$ cat src/rtl/search_arb.sv
// search_arb: round-robin arbiter/sequencer sharing one search RAM lookup port among C_NUM_REQ key sources.
// Optional search watchdog: define SEARCH_ARB_TIMEOUT_EN to abandon searches after C_TIMEOUT WAIT cycles.
module search_arb #(
    parameter int C_NUM_REQ    = 4,
    parameter int C_RULE_WIDTH = 24,
    parameter int C_ADDR_WIDTH = 8,
    parameter int C_TIMEOUT    = 15
) (
    input  logic                              clk_i,
    input  logic                              rst_i,
    input  logic [C_NUM_REQ-1:0]              req_i,
    input  logic [C_NUM_REQ*C_RULE_WIDTH-1:0] key_i,
    output logic [C_NUM_REQ-1:0]              ack_o,
    output logic                              search_o,
    output logic [C_RULE_WIDTH-1:0]           key_o,
    input  logic                              done_i,
    input  logic                              hit_i,
    input  logic [C_ADDR_WIDTH-1:0]           addr_i,
    output logic [C_NUM_REQ-1:0]              resp_vld_o,
    output logic                              resp_hit_o,
    output logic [C_ADDR_WIDTH-1:0]           resp_addr_o,
    output logic                              timeout_o,
    output logic                              busy_o
);
    localparam int PTR_W = $clog2(C_NUM_REQ);

    if (C_NUM_REQ < 2 || C_NUM_REQ > 8) begin : g_bad_num_req
        $error("search_arb: C_NUM_REQ must be 2..8");
    end
    if (C_TIMEOUT < 1 || C_TIMEOUT > 255) begin : g_bad_timeout
        $error("search_arb: C_TIMEOUT must be 1..255");
    end

    typedef enum logic [1:0] {
        IDLE  = 2'd0,
        ISSUE = 2'd1,
        WAIT  = 2'd2,
        RESP  = 2'd3
    } state_t;

    state_t                  state;
    state_t                  state_nxt;
    logic [PTR_W-1:0]        ptr;
    logic [PTR_W-1:0]        ptr_nxt;
    logic [PTR_W-1:0]        owner;
    logic [PTR_W-1:0]        owner_nxt;
    logic [PTR_W-1:0]        sel;
    logic                    sel_vld;
    logic                    timeout_hit;
    logic [C_RULE_WIDTH-1:0] keys [C_NUM_REQ];

    logic [C_NUM_REQ-1:0]    ack_nxt;
    logic                    search_nxt;
    logic [C_RULE_WIDTH-1:0] key_nxt;
    logic [C_NUM_REQ-1:0]    resp_vld_nxt;
    logic                    resp_hit_nxt;
    logic [C_ADDR_WIDTH-1:0] resp_addr_nxt;
    logic                    busy_nxt;

    function automatic logic [PTR_W-1:0] next_idx(input logic [PTR_W-1:0] idx);
        logic [PTR_W:0] nxt;
        nxt = {1'b0, idx} + (PTR_W+1)'(1);
        if (nxt == (PTR_W+1)'(C_NUM_REQ))
            nxt = '0;
        return nxt[PTR_W-1:0];
    endfunction

    always_comb begin
        for (int k = 0; k < C_NUM_REQ; k++)
            keys[k] = key_i[k*C_RULE_WIDTH +: C_RULE_WIDTH];
    end

    // Scan from the farthest slot back toward the pointer so the nearest request wins.
    always_comb begin
        logic [PTR_W:0] sum;
        sel     = ptr;
        sel_vld = 1'b0;
        sum     = '0;
        for (int i = C_NUM_REQ - 1; i >= 0; i--) begin
            sum = {1'b0, ptr} + (PTR_W+1)'(i);
            if (sum >= (PTR_W+1)'(C_NUM_REQ))
                sum = sum - (PTR_W+1)'(C_NUM_REQ);
            if (req_i[sum[PTR_W-1:0]]) begin
                sel     = sum[PTR_W-1:0];
                sel_vld = 1'b1;
            end
        end
    end

`ifdef SEARCH_ARB_TIMEOUT_EN
    logic [7:0] wait_cnt;
    logic       timeout_reg;

    // Counter is zeroed on the ISSUE->WAIT edge, so it holds the number of completed WAIT cycles.
    always_ff @(posedge clk_i or posedge rst_i) begin
        if (rst_i) begin
            wait_cnt    <= '0;
            timeout_reg <= 1'b0;
        end else begin
            timeout_reg <= timeout_hit;
            if (state == ISSUE)
                wait_cnt <= '0;
            else if (state == WAIT)
                wait_cnt <= wait_cnt + 8'd1;
        end
    end

    assign timeout_hit = (state == WAIT) && !done_i && (wait_cnt == 8'(C_TIMEOUT - 1));
    assign timeout_o   = timeout_reg;
`else
    assign timeout_hit = 1'b0;
    assign timeout_o   = 1'b0;
`endif

    always_ff @(posedge clk_i or posedge rst_i) begin
        if (rst_i)
            state <= IDLE;
        else
            state <= state_nxt;
    end

    always_comb begin
        state_nxt = state;
        case (state)
            IDLE:    if (sel_vld) state_nxt = ISSUE;
            ISSUE:   state_nxt = WAIT;
            WAIT:    if (done_i || timeout_hit) state_nxt = RESP;
            RESP:    state_nxt = IDLE;
            default: state_nxt = IDLE;
        endcase
    end

    always_comb begin
        ack_nxt       = '0;
        search_nxt    = 1'b0;
        key_nxt       = key_o;
        resp_vld_nxt  = '0;
        resp_hit_nxt  = resp_hit_o;
        resp_addr_nxt = resp_addr_o;
        owner_nxt     = owner;
        ptr_nxt       = ptr;
        busy_nxt      = (state_nxt == ISSUE) || (state_nxt == WAIT);
        case (state)
            IDLE: begin
                if (sel_vld) begin
                    owner_nxt  = sel;
                    ptr_nxt    = next_idx(sel);
                    key_nxt    = keys[sel];
                    ack_nxt    = C_NUM_REQ'(1) << sel;
                    search_nxt = 1'b1;
                end
            end
            WAIT: begin
                if (done_i) begin
                    resp_vld_nxt  = C_NUM_REQ'(1) << owner;
                    resp_hit_nxt  = hit_i;
                    resp_addr_nxt = addr_i;
                end else if (timeout_hit) begin
                    resp_vld_nxt  = C_NUM_REQ'(1) << owner;
                    resp_hit_nxt  = 1'b0;
                    resp_addr_nxt = '0;
                end
            end
            default: ;
        endcase
    end

    always_ff @(posedge clk_i or posedge rst_i) begin
        if (rst_i) begin
            ptr         <= '0;
            owner       <= '0;
            ack_o       <= '0;
            search_o    <= 1'b0;
            key_o       <= '0;
            resp_vld_o  <= '0;
            resp_hit_o  <= 1'b0;
            resp_addr_o <= '0;
            busy_o      <= 1'b0;
        end else begin
            ptr         <= ptr_nxt;
            owner       <= owner_nxt;
            ack_o       <= ack_nxt;
            search_o    <= search_nxt;
            key_o       <= key_nxt;
            resp_vld_o  <= resp_vld_nxt;
            resp_hit_o  <= resp_hit_nxt;
            resp_addr_o <= resp_addr_nxt;
            busy_o      <= busy_nxt;
        end
    end
endmodule
$ cat config.mk
export PLATFORM = sky130hd
export DESIGN_NAME = search_arb
export DESIGN_NICKNAME = d
export VERILOG_FILES = /design/src/rtl/search_arb.sv
export SDC_FILE = /design/constraint.sdc
export NUM_CORES = 1
export LEC_CHECK = 0
export CAP_MARGIN = 20
export CORE_ASPECT_RATIO = 1.25
export CORE_MARGIN = 2
export CORE_UTILIZATION = 42
export DETAILED_ROUTE_END_ITERATION = 7
export PLACE_DENSITY_LB_ADDON = 0.15
export REMOVE_ABC_BUFFERS = 1
export SLEW_MARGIN = 40
export SYNTH_ARGS = -nofsm -noshare
export SYNTH_HDL_FRONTEND = slang
export SYNTH_SLANG_ARGS = --single-unit
export TNS_END_PERCENT = 100
$ cat constraint.sdc
create_clock -name clk_i -period 3.5 [get_ports clk_i]
set_input_delay 1.05 -clock clk_i [delete_from_list [all_inputs] [get_ports clk_i]]
set_output_delay 1.05 -clock clk_i [all_outputs]
set_load 0.02 [all_outputs]
==> results of run 1 <==
-- final cells by class --
cell class	instances	area share
well taps	87	0.0241
repair buffers	165	0.360
inverters	4	0.00333
clock buffers	6	0.0183
multi-input cells	174	0.314
clock inverters	2	0.00833
flip-flops and latches	49	0.272
-- state kept, by name, indices dropped and copies added (netlist names) --
register / count
resp_hit_o: 1
key_o: 24
owner: 2
resp_addr_o: 8
ack_o: 4
resp_vld_o: 4
state: 2
ptr: 2
search_o: 1
busy_o: 1
-- layer usage --
| layer | track usage | up-vias | part of all wire |
|---|---|---|---|
| met5 | 0 | - | 0 |
| li1 | - | 1233 | - |
| met1 | 0.265 | 1213 | 0.41 |
| met4 | 0.0455 | 0 | 0.0074 |
| met2 | 0.390 | 107 | 0.50 |
| met3 | 0.0612 | 4 | 0.077 |
-- report_power, final --
group / internal (uW) / total (uW) / leakage, uW / switching [uW]
sequential: 829 / 973 / 0.000577 / 144
combinational: 952 / 2000 / 0.00115 / 1040
clock: 233 / 423 / 0.0000574 / 190
-- final timing paths --
check,start,to,slack [ns],depth (start not counted)
max,req_i[1],key_o[21]$_DFFE_PP0P_,0.68,8
min,resp_addr_o[5]$_DFFE_PP0P_,resp_addr_o[5]$_DFFE_PP0P_,0.51,1
max reg2reg,ptr[1]$_DFFE_PP0P_,key_o[20]$_DFFE_PP0P_,1.53,6
min reg2reg,resp_addr_o[5]$_DFFE_PP0P_,resp_addr_o[5]$_DFFE_PP0P_,0.51,1
max in group asynchronous,rst_i,key_o[8]$_DFFE_PP0P_,2.08,3
min in group asynchronous,rst_i,resp_hit_o$_DFFE_PP0P_,0.93,2
-- Yosys cell counts --
library cell and n:
a211oi_1 31, a211oi_2 18, a21oi_1 2, and2_1 1
and3_1 1, and4_1 1, and4b_1 1, buf_2 6
buf_4 3, buf_6 5, clkbuf_1 7, conb_1 1
dfrtp_1 49, ha_1 3, inv_1 3, inv_2 1
mux2_2 9, mux2i_1 24, nand2_1 9, nand2_4 1
nand2b_1 2, nand3b_1 1, nor2_1 27, nor2_4 1
nor2b_1 2, nor3_1 2, nor3_2 1, nor3b_1 2
o21a_1 2, o21ai_0 3, o21ai_4 1, o31a_1 24
or2_1 1, or3_1 1, or4_4 1, xor2_1 1
-- logic make-up (layout without fill, tap and decap cells) --
family / count (synthesis) / in the layout / synth area share
AOI/OAI and AO/OA: 81 / 81 / 0.261
adders and majority gates: 3 / 3 / 0.0135
other: 1 / 1 / 0.00135
buffers and inverters: 25 / 177 / 0.0542
DFF: 49 / 49 / 0.442
muxes: 33 / 33 / 0.123
xor gates and xnor gates: 1 / 1 / 0.00316
and+or+nand+nor: 55 / 55 / 0.101
-- per-stage QoR --
| stage | instances | instance area (um2) | hold slack (ns) | power [uW] | util |
|---|---|---|---|---|---|
| after global routing | 487 | 4510 | 0.541 | 3620 | 0.695 |
| final | 487 | 4510 | 0.511 | 3390 | 0.695 |
| after global placement | 479 | 4390 | 0.485 | 2960 | 0.677 |
| after floorplan | 227 | 2640 | 0.458 | 2140 | - |
| after CTS | 487 | 4510 | 0.508 | 3420 | 0.695 |
| after detailed placement | 479 | 4390 | 0.494 | 3000 | 0.677 |
-- cell usage in the layout, fill, tap and decap left out, types with 2 or more instances in the layout --
master           instances
clkbuf_8                 6
inv_2                    2
a211oi_1                31
mux2i_1                 24
buf_4                   11
o21a_1                   2
mux2_2                   9
clkdlybuf4s50_1        154
dfrtp_1                 49
nand2b_1                 2
nor2_1                  27
o31a_1                  24
nand2_1                  9
nor3b_1                  2
o21ai_0                  3
a211oi_2                17
nor3_1                   2
ha_1                     3
inv_1                    2
nor2b_1                  2
==> summary.md, run 1 <==
| Metric | Value |
|---|---|
| Hold-fix buffers at CTS | `0` |
| Worst hold path type | `flip-flop to flip-flop` |
| Max-cap viol count | `0` |
| #FFs+latches synth | `49` |
| Clock Tree Buf Depth | `2` |
| Hpwl dp | `5730 um` |
| CTS sink count | `around 50` |
| Avg Cell Area, Syn | `11.2 um2` |
| Layout area overhead | `62.6%` |
| Die ar. | `just over 7000 um2` |
| Most used cell, CP | `a211oi_1` |
| Layout cell share with drive strength beyond 1 | `0.135` |
| CP max FO | `26` |
| Critical path buffers and inverters | `3` |
| Die height | `94.8 um` |
| Drt pass-1 iters | `4` |
| Final ANT Viol Nets | `0` |
| Worst Skew | `0.00762 ns` |
| I/O Buffers | `approximately 150` |
| Yosys warns | `0` |
| Core footprint | `6480 um2` |
| Clock-pin transition on the worst setup and hold timing paths | `0.10 ns` |
| DRC violations left | `0` |
| Pre-CTS setup slack | `about 0.34 ns` |
| Remaining Overflow, GRT | `0` |
| Worst Path Required | `3.71 ns` |
| FILL cells | `540` |
| Area leader, netlist | `dfrtp_1` |
| Family with the most delay on the worst path | `buffers and inverters` |
| Clock Latency Late Sink | `0.29 ns` |
| Number of inserted diodes | `0` |
| # setup viols final | `0` |
| Worst EP arrival | `3.02 ns` |
| Routed Wire Length | `between 7000 and 8000 um` |
| Io pins | `156` |
| Initial antenna violation count | `0` |
| Initial core utilization | `0.428` |
| Slew Viols, Final | `0` |
| WS Path Type | `input port to flip-flop` |
| Synth cell types | `36` |
| Via density | `between 5 and 6` |
| Cells after Synth | `248` |
| CTS Buf Count | `5` |
| Setup TNS | `0 ns` |
| P per Cell Area | `752 nW/um2` |
| GRT Util Overall | `0.219` |
| Worst setup EP type | `flip-flop` |
| Reg area | `1230 um2` |
| Number of gates resized after cts | `0` |
| DR vias | `2557` |
| Global-route wire length before repair | `12700 um` |
| Die extent in x | `about 77 um` |
| Setup crit start kind | `input port` |
| H-tree levels | `2` |
| Critical path cell sequence | `clkdlybuf4s50_1, or4_4, nand2_4, inv_2, o21ai_4, buf_4, a211oi_1, a211oi_1` |
| Final Worst Setup Slack | `0.682 ns` |
| Routed WL per cell | `15.8 um` |
| Num rows | `33` |
| Count of final hold-check violations | `0` |
| Max frequency | `~350 MHz` |
| Static leakage | `approximately 0.0018 uW` |
| Area of the mapped netlist | `about 2800 um2` |
| Post-CTS Repair Setup Buffers | `0` |
| VDD IR-drop max | `0.393 mV` |
| CTS tree | `built` |
| Register area share after synthesis | `0.442` |
| Top cell type's share of synthesized area | `0.442` |
| RSZ-0062 raised after global routing | `no` |
| Largest net degree at the start of global routing | `31` |
| Top cells by area, synth | `dfrtp_1, mux2i_1, a211oi_1` |
| Outcome | `completed` |
| Multi-input combinational cell area | `1410 um2` |
| Fin nets | `about 510` |
| Min cycle time layout | `2.82 ns` |
| Root buf cell | `clkbuf_8` |
| Placer Congestion | `0.813` |
| 1st-iter DRT viols | `between 70 and 80` |
| CP max stage delay | `0.60 ns` |
| Crit share post-route | `0.805` |
| Critical-path top delay cell | `or4_4` |
| Number of global-route vias before repair | `2539` |
Note: power is estimated with default switching activity, not from simulation.
==> run 2: changes to the inputs <==
Settings changed: CORE_UTILIZATION 42 to 35.
Clock period 3.5 ns to 2.4 ns, I/O delays scaled along.
==> summary.md, run 2 (synthesized netlist as in run 1, its figures left out) <==
| Metric | Value |
|---|---|
| Outcome | `completed` |
| Initial antenna violation count | `0` |
| Setup crit end | `key_o[19]$_DFFE_PP0P_` |
| Die extent in x | `83.6 um` |
| I/O Buffers | `154` |
| Worst R2R End | `key_o[19]$_DFFE_PP0P_` |
| CTS sink count | `49` |
| CP Launch Point | `req_i[3]` |
| Crit share post-route | `0.959` |
| Initial core utilization | `0.358` |
| Remaining Overflow, GRT | `0` |
| Via density | `~5.1` |
| Fin nets | `~520` |
| Routed WL per cell | `16.4 um` |
| Number of global-route vias before repair | `2709` |
| Max-cap viol count | `0` |
| Io pins | `156` |
| Met3 GRT Util | `0.0574` |
| FILL cells | `about 680` |
| Worst hold path type | `flip-flop to flip-flop` |
| Pre-CTS setup slack | `-0.311 ns` |
| Worst Hold Depth | `1` |
| DRC violations left | `0` |
| Layout cell share with drive strength beyond 1 | `0.159` |
| VDD IR-drop max | `0.547 mV` |
| R2r setup slk | `0.49 ns` |
| Static leakage | `about 0.0019 uW` |
| Max frequency | `between 400 and 500 MHz` |
| Number of inserted diodes | `0` |
| Met2 global-route usage | `0.334` |
| CP max FO | `15` |
| Top Registers | `key_o: 24 flops, resp_addr_o: 8 flops` |
| RSZ-0062 raised after global routing | `no` |
| Setup crit start kind | `input port` |
| CTS tree | `built` |
| Worst EP arrival | `2.48 ns` |
| Routed Wire Length | `8270 um` |
| 1st-iter DRT viols | `a little over 100` |
| Max reg flops | `24` |
| Largest net degree at the start of global routing | `32` |
| Most frequent cells in the layout | `clkdlybuf4s50_1, dfrtp_1, a211oi_1` |
| Slew @ Worst Pin | `0.498 ns` |
| H-tree levels | `2` |
| Die height | `104 um` |
| Largest Register | `key_o` |
| Dpl cell area | `between 4000 and 5000 um2` |
| FF-to-FF path depth | `6` |
| Global-route wire length before repair | `between 10000 and 15000 um` |
| Final Worst Setup Slack | `slightly below 0.1 ns` |
| CTS Buf Count | `5` |
| Count of final hold-check violations | `0` |
| Core footprint | `about 7700 um2` |
| Clock-pin transition on the worst setup and hold timing paths | `roughly 0.09 ns` |
| Clock Latency Late Sink | `0.30 ns` |
| GR peak layer | `met2` |
| WS Path Type | `input port to flip-flop` |
| Hold Startpoint | `resp_addr_o[3]$_DFFE_PP0P_` |
| Die ar. | `a little under 9000 um2` |
| Layout area overhead | `68.7%` |
| DR vias | `2586` |
| Worst Path Required | `approximately 2.6 ns` |
| Worst setup EP type | `flip-flop` |
| Min cycle time layout | `approximately 2.3 ns` |
| Max_slew headroom | `0.667` |
| # setup viols final | `0` |
| Worst Skew | `0.00365 ns` |
| GRT Util Overall | `0.186` |
| Root buf cell | `clkbuf_8` |
| Leading cell type in the layout, fill and taps excluded | `clkdlybuf4s50_1` |
| Fin Hold WS | `between 0.5 and 0.6 ns` |
| Placer Congestion | `~0.75` |
| Clock Tree Buf Depth | `2` |
| Drt pass-1 iters | `4` |
| Met1 Usage GRT | `0.218` |
| Final std cells w/o fill | `roughly 500` |
| Final ANT Viol Nets | `0` |
| Hpwl dp | `between 6000 and 7000 um` |
| Num rows | `36` |
| Post-route cell area | `4680 um2` |
| RR Startpoint | `ptr[1]$_DFFE_PP0P_` |
| Slew Viols, Final | `0` |
| P per Cell Area | `1110 nW/um2` |
| Dpl cells | `a little under 500` |
==> run 2: layout make-up <==
cell class              instances  area [um2]  share of cell area
flip-flops and latches         49        1230               0.262
clock buffers                   6        82.6              0.0177
well taps                      95         119              0.0254
clock inverters                 2        37.5             0.00803
multi-input cells             174        1420               0.304
inverters                       4        15.0             0.00321
repair buffers                173        1770               0.379
==> run 2: metrics by stage <==
stage / setup TNS (ns) / util / total power, uW
2_1_floorplan: -52.77 / - / 3130
3_3_place_gp: -5.75 / 0.587 / 4520
3_5_place_dp: -7.28 / 0.587 / 4600
4_1_cts: 0 / 0.602 / 5230
5_1_grt: 0 / 0.604 / 5480
6_report: 0 / 0.604 / 5170
==> run 2: report_power, final <==
part | switching [uW] | internal, uW
Sequential | 212 | 1210
Combinational | 1590 | 1550
Clock | 272 | 339
Total | 2070 | 3100
==> run 2: worst min-delay path by stage <==
stage,to,slack [ns]
floorplan,resp_vld_o[1]$_DFF_PP0_,0.46
global placement,resp_addr_o[3]$_DFFE_PP0P_,0.49
detailed placement,resp_addr_o[3]$_DFFE_PP0P_,0.49
CTS,resp_addr_o[3]$_DFFE_PP0P_,0.51
global route,resp_addr_o[4]$_DFFE_PP0P_,0.54
finish,resp_addr_o[3]$_DFFE_PP0P_,0.51
==> run 2: critical path: stages <==
cell	delay [ns]
clkdlybuf4s50_1	0.46
buf_4	0.18
nand3b_1	0.14
and4b_1	0.26
or2_4	0.29
nor2_4	0.17
buf_12	0.17
a211oi_1	0.08
==> run 2: layer usage <==
layer / wire [um] / part of all wire / vias to the layer above
li1: - / - / 1247
met1: 3320 / 0.40 / 1226
met2: 4170 / 0.50 / 106
met3: 679 / 0.082 / 7
met4: 93 / 0.011 / 0
met5: 0 / 0 / -
==> run 2: timing repair <==
| action | in CTS | in global routing |
|---|---|---|
| endpoints found under the setup margin | 0 | 22 |
| gates resized for setup | 0 | 4 |
| setup buffers | 0 | 0 |
| hold buffers | 0 | 0 |
==> run 3: changes to the inputs <==
Settings changed: ABC_AREA from default to 1, CORE_MARGIN 2 to 1, CORE_UTILIZATION 35 to 37.
==> summary.md, run 3 <==
| Metric | Value |
|---|---|
| Design Power | `slightly below 8000 uW` |
| Io pins | `around 160` |
| Area of the mapped netlist | `~3200 um2` |
| Critical-path top delay cell | `clkdlybuf4s50_1` |
| Clock-pin transition on the worst setup and hold timing paths | `~0.09 ns` |
| Num rows | `37` |
| Routed WL per cell | `about 14 um` |
| #FFs+latches synth | `49` |
| Initial core utilization | `0.383` |
| Area leader, netlist | `dfrtp_1` |
| Worst setup EP type | `flip-flop` |
| Asr flop ratio synth | `1.00` |
| CTS tree | `built` |
| Setup TNS | `0 ns` |
| 1st-iter DRT viols | `174` |
| Top cells by count, synth | `nand2_1, nand3_1, dfrtp_1, nand3_2, nand2_2` |
| DRC violations left | `12` |
| RR Startpoint | `ptr[0]$_DFFE_PP0P_` |
| Number of global-route vias before repair | `3103` |
| Top cell type's share of synthesized area | `0.386` |
| Worst hold path type | `flip-flop to flip-flop` |
| CTS Buf Count | `5` |
| Static leakage | `0.00231 uW` |
| Clock Tree Buf Depth | `2` |
| Post-CTS Repair Setup Buffers | `0` |
| CTS sink count | `49` |
| Placer Congestion | `0.882` |
| Fin nets | `663` |
| Global-route wire length before repair | `14800 um` |
| Post-route cell area | `5030 um2` |
| Clock Latency Late Sink | `~0.3 ns` |
| Worst Skew | `~0.0055 ns` |
| Top-count cell post-synth | `nand2_1` |
| Max frequency | `451 MHz` |
| Worst EP arrival | `roughly 2.5 ns` |
| Core footprint | `just over 8000 um2` |
| I/O Buffers | `154` |
| Layout cell share with drive strength beyond 1 | `0.182` |
| Worst Path Required | `2.64 ns` |
| Final ANT Viol Nets | `0` |
| Most used cell, CP | `nand2_1` |
| Top Registers | `key_o: 24 flops, resp_addr_o: 8 flops` |
| Number of inserted diodes | `0` |
| Layout area overhead | `58.4%` |
| Post-synth EDFFs | `0` |
| # setup viols final | `0` |
| DR vias | `3232` |
| Synth cell types | `28` |
| Violations in the final reports | `design-rule violations` |
| GRT Util Overall | `0.208` |
| Largest Register | `key_o` |
| R2r setup slk | `roughly 0.38 ns` |
| Largest net degree at the start of global routing | `50` |
| CP max stage delay | `0.49 ns` |
| Remaining Overflow, GRT | `0` |
| Die ar. | `a little under 9000 um2` |
| WS Path Type | `input port to flip-flop` |
| Root buf cell | `clkbuf_8` |
| CP Launch Point | `req_i[1]` |
| Min cycle time layout | `2.22 ns` |
| Die extent in x | `84.8 um` |
| Avg Cell Area, Syn | `between 8 and 9 um2` |
| Top cells by area, synth | `dfrtp_1, nand3_1, nand2_1` |
| Via density | `about 5` |
| Max reg flops | `24` |
| Cells after Synth | `388` |
| Dpl cell area | `between 4000 and 5000 um2` |
| Initial antenna violation count | `0` |
| Slew Viols, Final | `0` |
| P per Cell Area | `between 1500 and 2000 nW/um2` |
| Most frequent cells in the layout | `clkdlybuf4s50_1, nand2_1, nand3_1` |
| H-tree levels | `2` |
| Outcome | `complete, but fails checks` |
| Leading cell type in the layout, fill and taps excluded | `clkdlybuf4s50_1` |
| Drt pass-1 iters | `7` |
| Routed Wire Length | `9300 um` |
| Setup crit start kind | `input port` |
| Yosys warns | `0` |
| Crit share post-route | `0.924` |
| Register area share after synthesis | `0.386` |
| CP max FO | `21` |
| Critical path cell sequence | `clkdlybuf4s50_1, inv_1, nand2_1, nand3_2, nand2_2, nand3_2, nand3_4, nand2_8, nand2_4, buf_12, nand2_1, nand3_1, nand3_1, nand2_1` |
| Hpwl dp | `6840 um` |
| VDD IR-drop max | `0.915 mV` |
| Count of final hold-check violations | `0` |
| Hold Startpoint | `key_o[12]$_DFFE_PP0P_` |
| Die height | `106 um` |
| FILL cells | `between 700 and 800` |
| Top_reg_cell synth | `dfrtp_1` |
| Max-cap viol count | `0` |
run 3: metal layers:
| layer | wire length, um | global-route usage | vias to the layer above |
|---|---|---|---|
| li1 | - | - | 1592 |
| met4 | 155 | 0.0654 | 0 |
| met3 | 640 | 0.0384 | 11 |
| met1 | 3690 | 0.246 | 1501 |
| met5 | 0 | 0 | - |
| met2 | 4810 | 0.376 | 128 |
run 3: layout make-up:
| class | instances | area [um2] | share of cell area |
|---|---|---|---|
| Timing Repair Buffer | 180 | 1850 | 0.368 |
| Multi-Input combinational cell | 293 | 1650 | 0.328 |
| Sequential cell | 49 | 1230 | 0.244 |
| Tap cell | 97 | 121 | 0.0241 |
| Inverter | 19 | 78.8 | 0.0157 |
| Clock buffer | 5 | 68.8 | 0.0137 |
| Clock inverter | 2 | 35.0 | 0.00697 |
run 3: worst paths after layout:
path	cells past startpoint	end
max	14	key_o[21]$_DFFE_PP0P_
min	2	key_o[12]$_DFFE_PP0P_
max reg2reg	13	busy_o$_DFF_PP0_
min reg2reg	2	key_o[12]$_DFFE_PP0P_
max in group asynchronous	3	state[1]$_DFF_PP0_
min in group asynchronous	3	resp_hit_o$_DFFE_PP0P_
run 3: what timing repair did:
action,4_1_cts,5_1_grt
hold endpoints to repair,0,0
hold buffers,0,0
endpoints found under the setup margin,0,6
resized for setup,0,4
run 3: kinds of logic (layout without fill, tap and decap cells):
logic type	after synthesis	count (layout)	share of synthesized area
AO/OA/AOI/OAI	6	6	0.0110
buffers and inverters	46	206	0.0978
AND/OR/NAND/NOR	273	273	0.457
multiplexers	9	9	0.0319
XOR/XNOR	1	1	0.00276
flip-flops	49	49	0.386
other	1	1	0.00118
adder cells (fa/ha/maj)	3	3	0.0118
run 3: report_power, final:
| part | switching [uW] | internal, uW | total [uW] |
|---|---|---|---|
| logic | 3300 | 2580 | 5880 |
| clock network | 271 | 303 | 575 |
| registers | 225 | 1230 | 1450 |
run 3: critical path, delay by kind of cell:
kind / cells / cell delay, ns
and+or+nand+nor: 11 / 1.02
buffers and inverters: 3 / 0.70
run 3: through the flow:
step	hold WS, ns	instances	utilization	setup slack (ns)
floorplan	0.455	361	-	-0.423
global route	0.512	645	0.607	-0.00463
CTS	0.490	644	0.601	0.159
global placement	0.463	637	0.589	-0.100
finish	0.488	645	0.607	0.183
detailed placement	0.465	637	0.589	-0.148
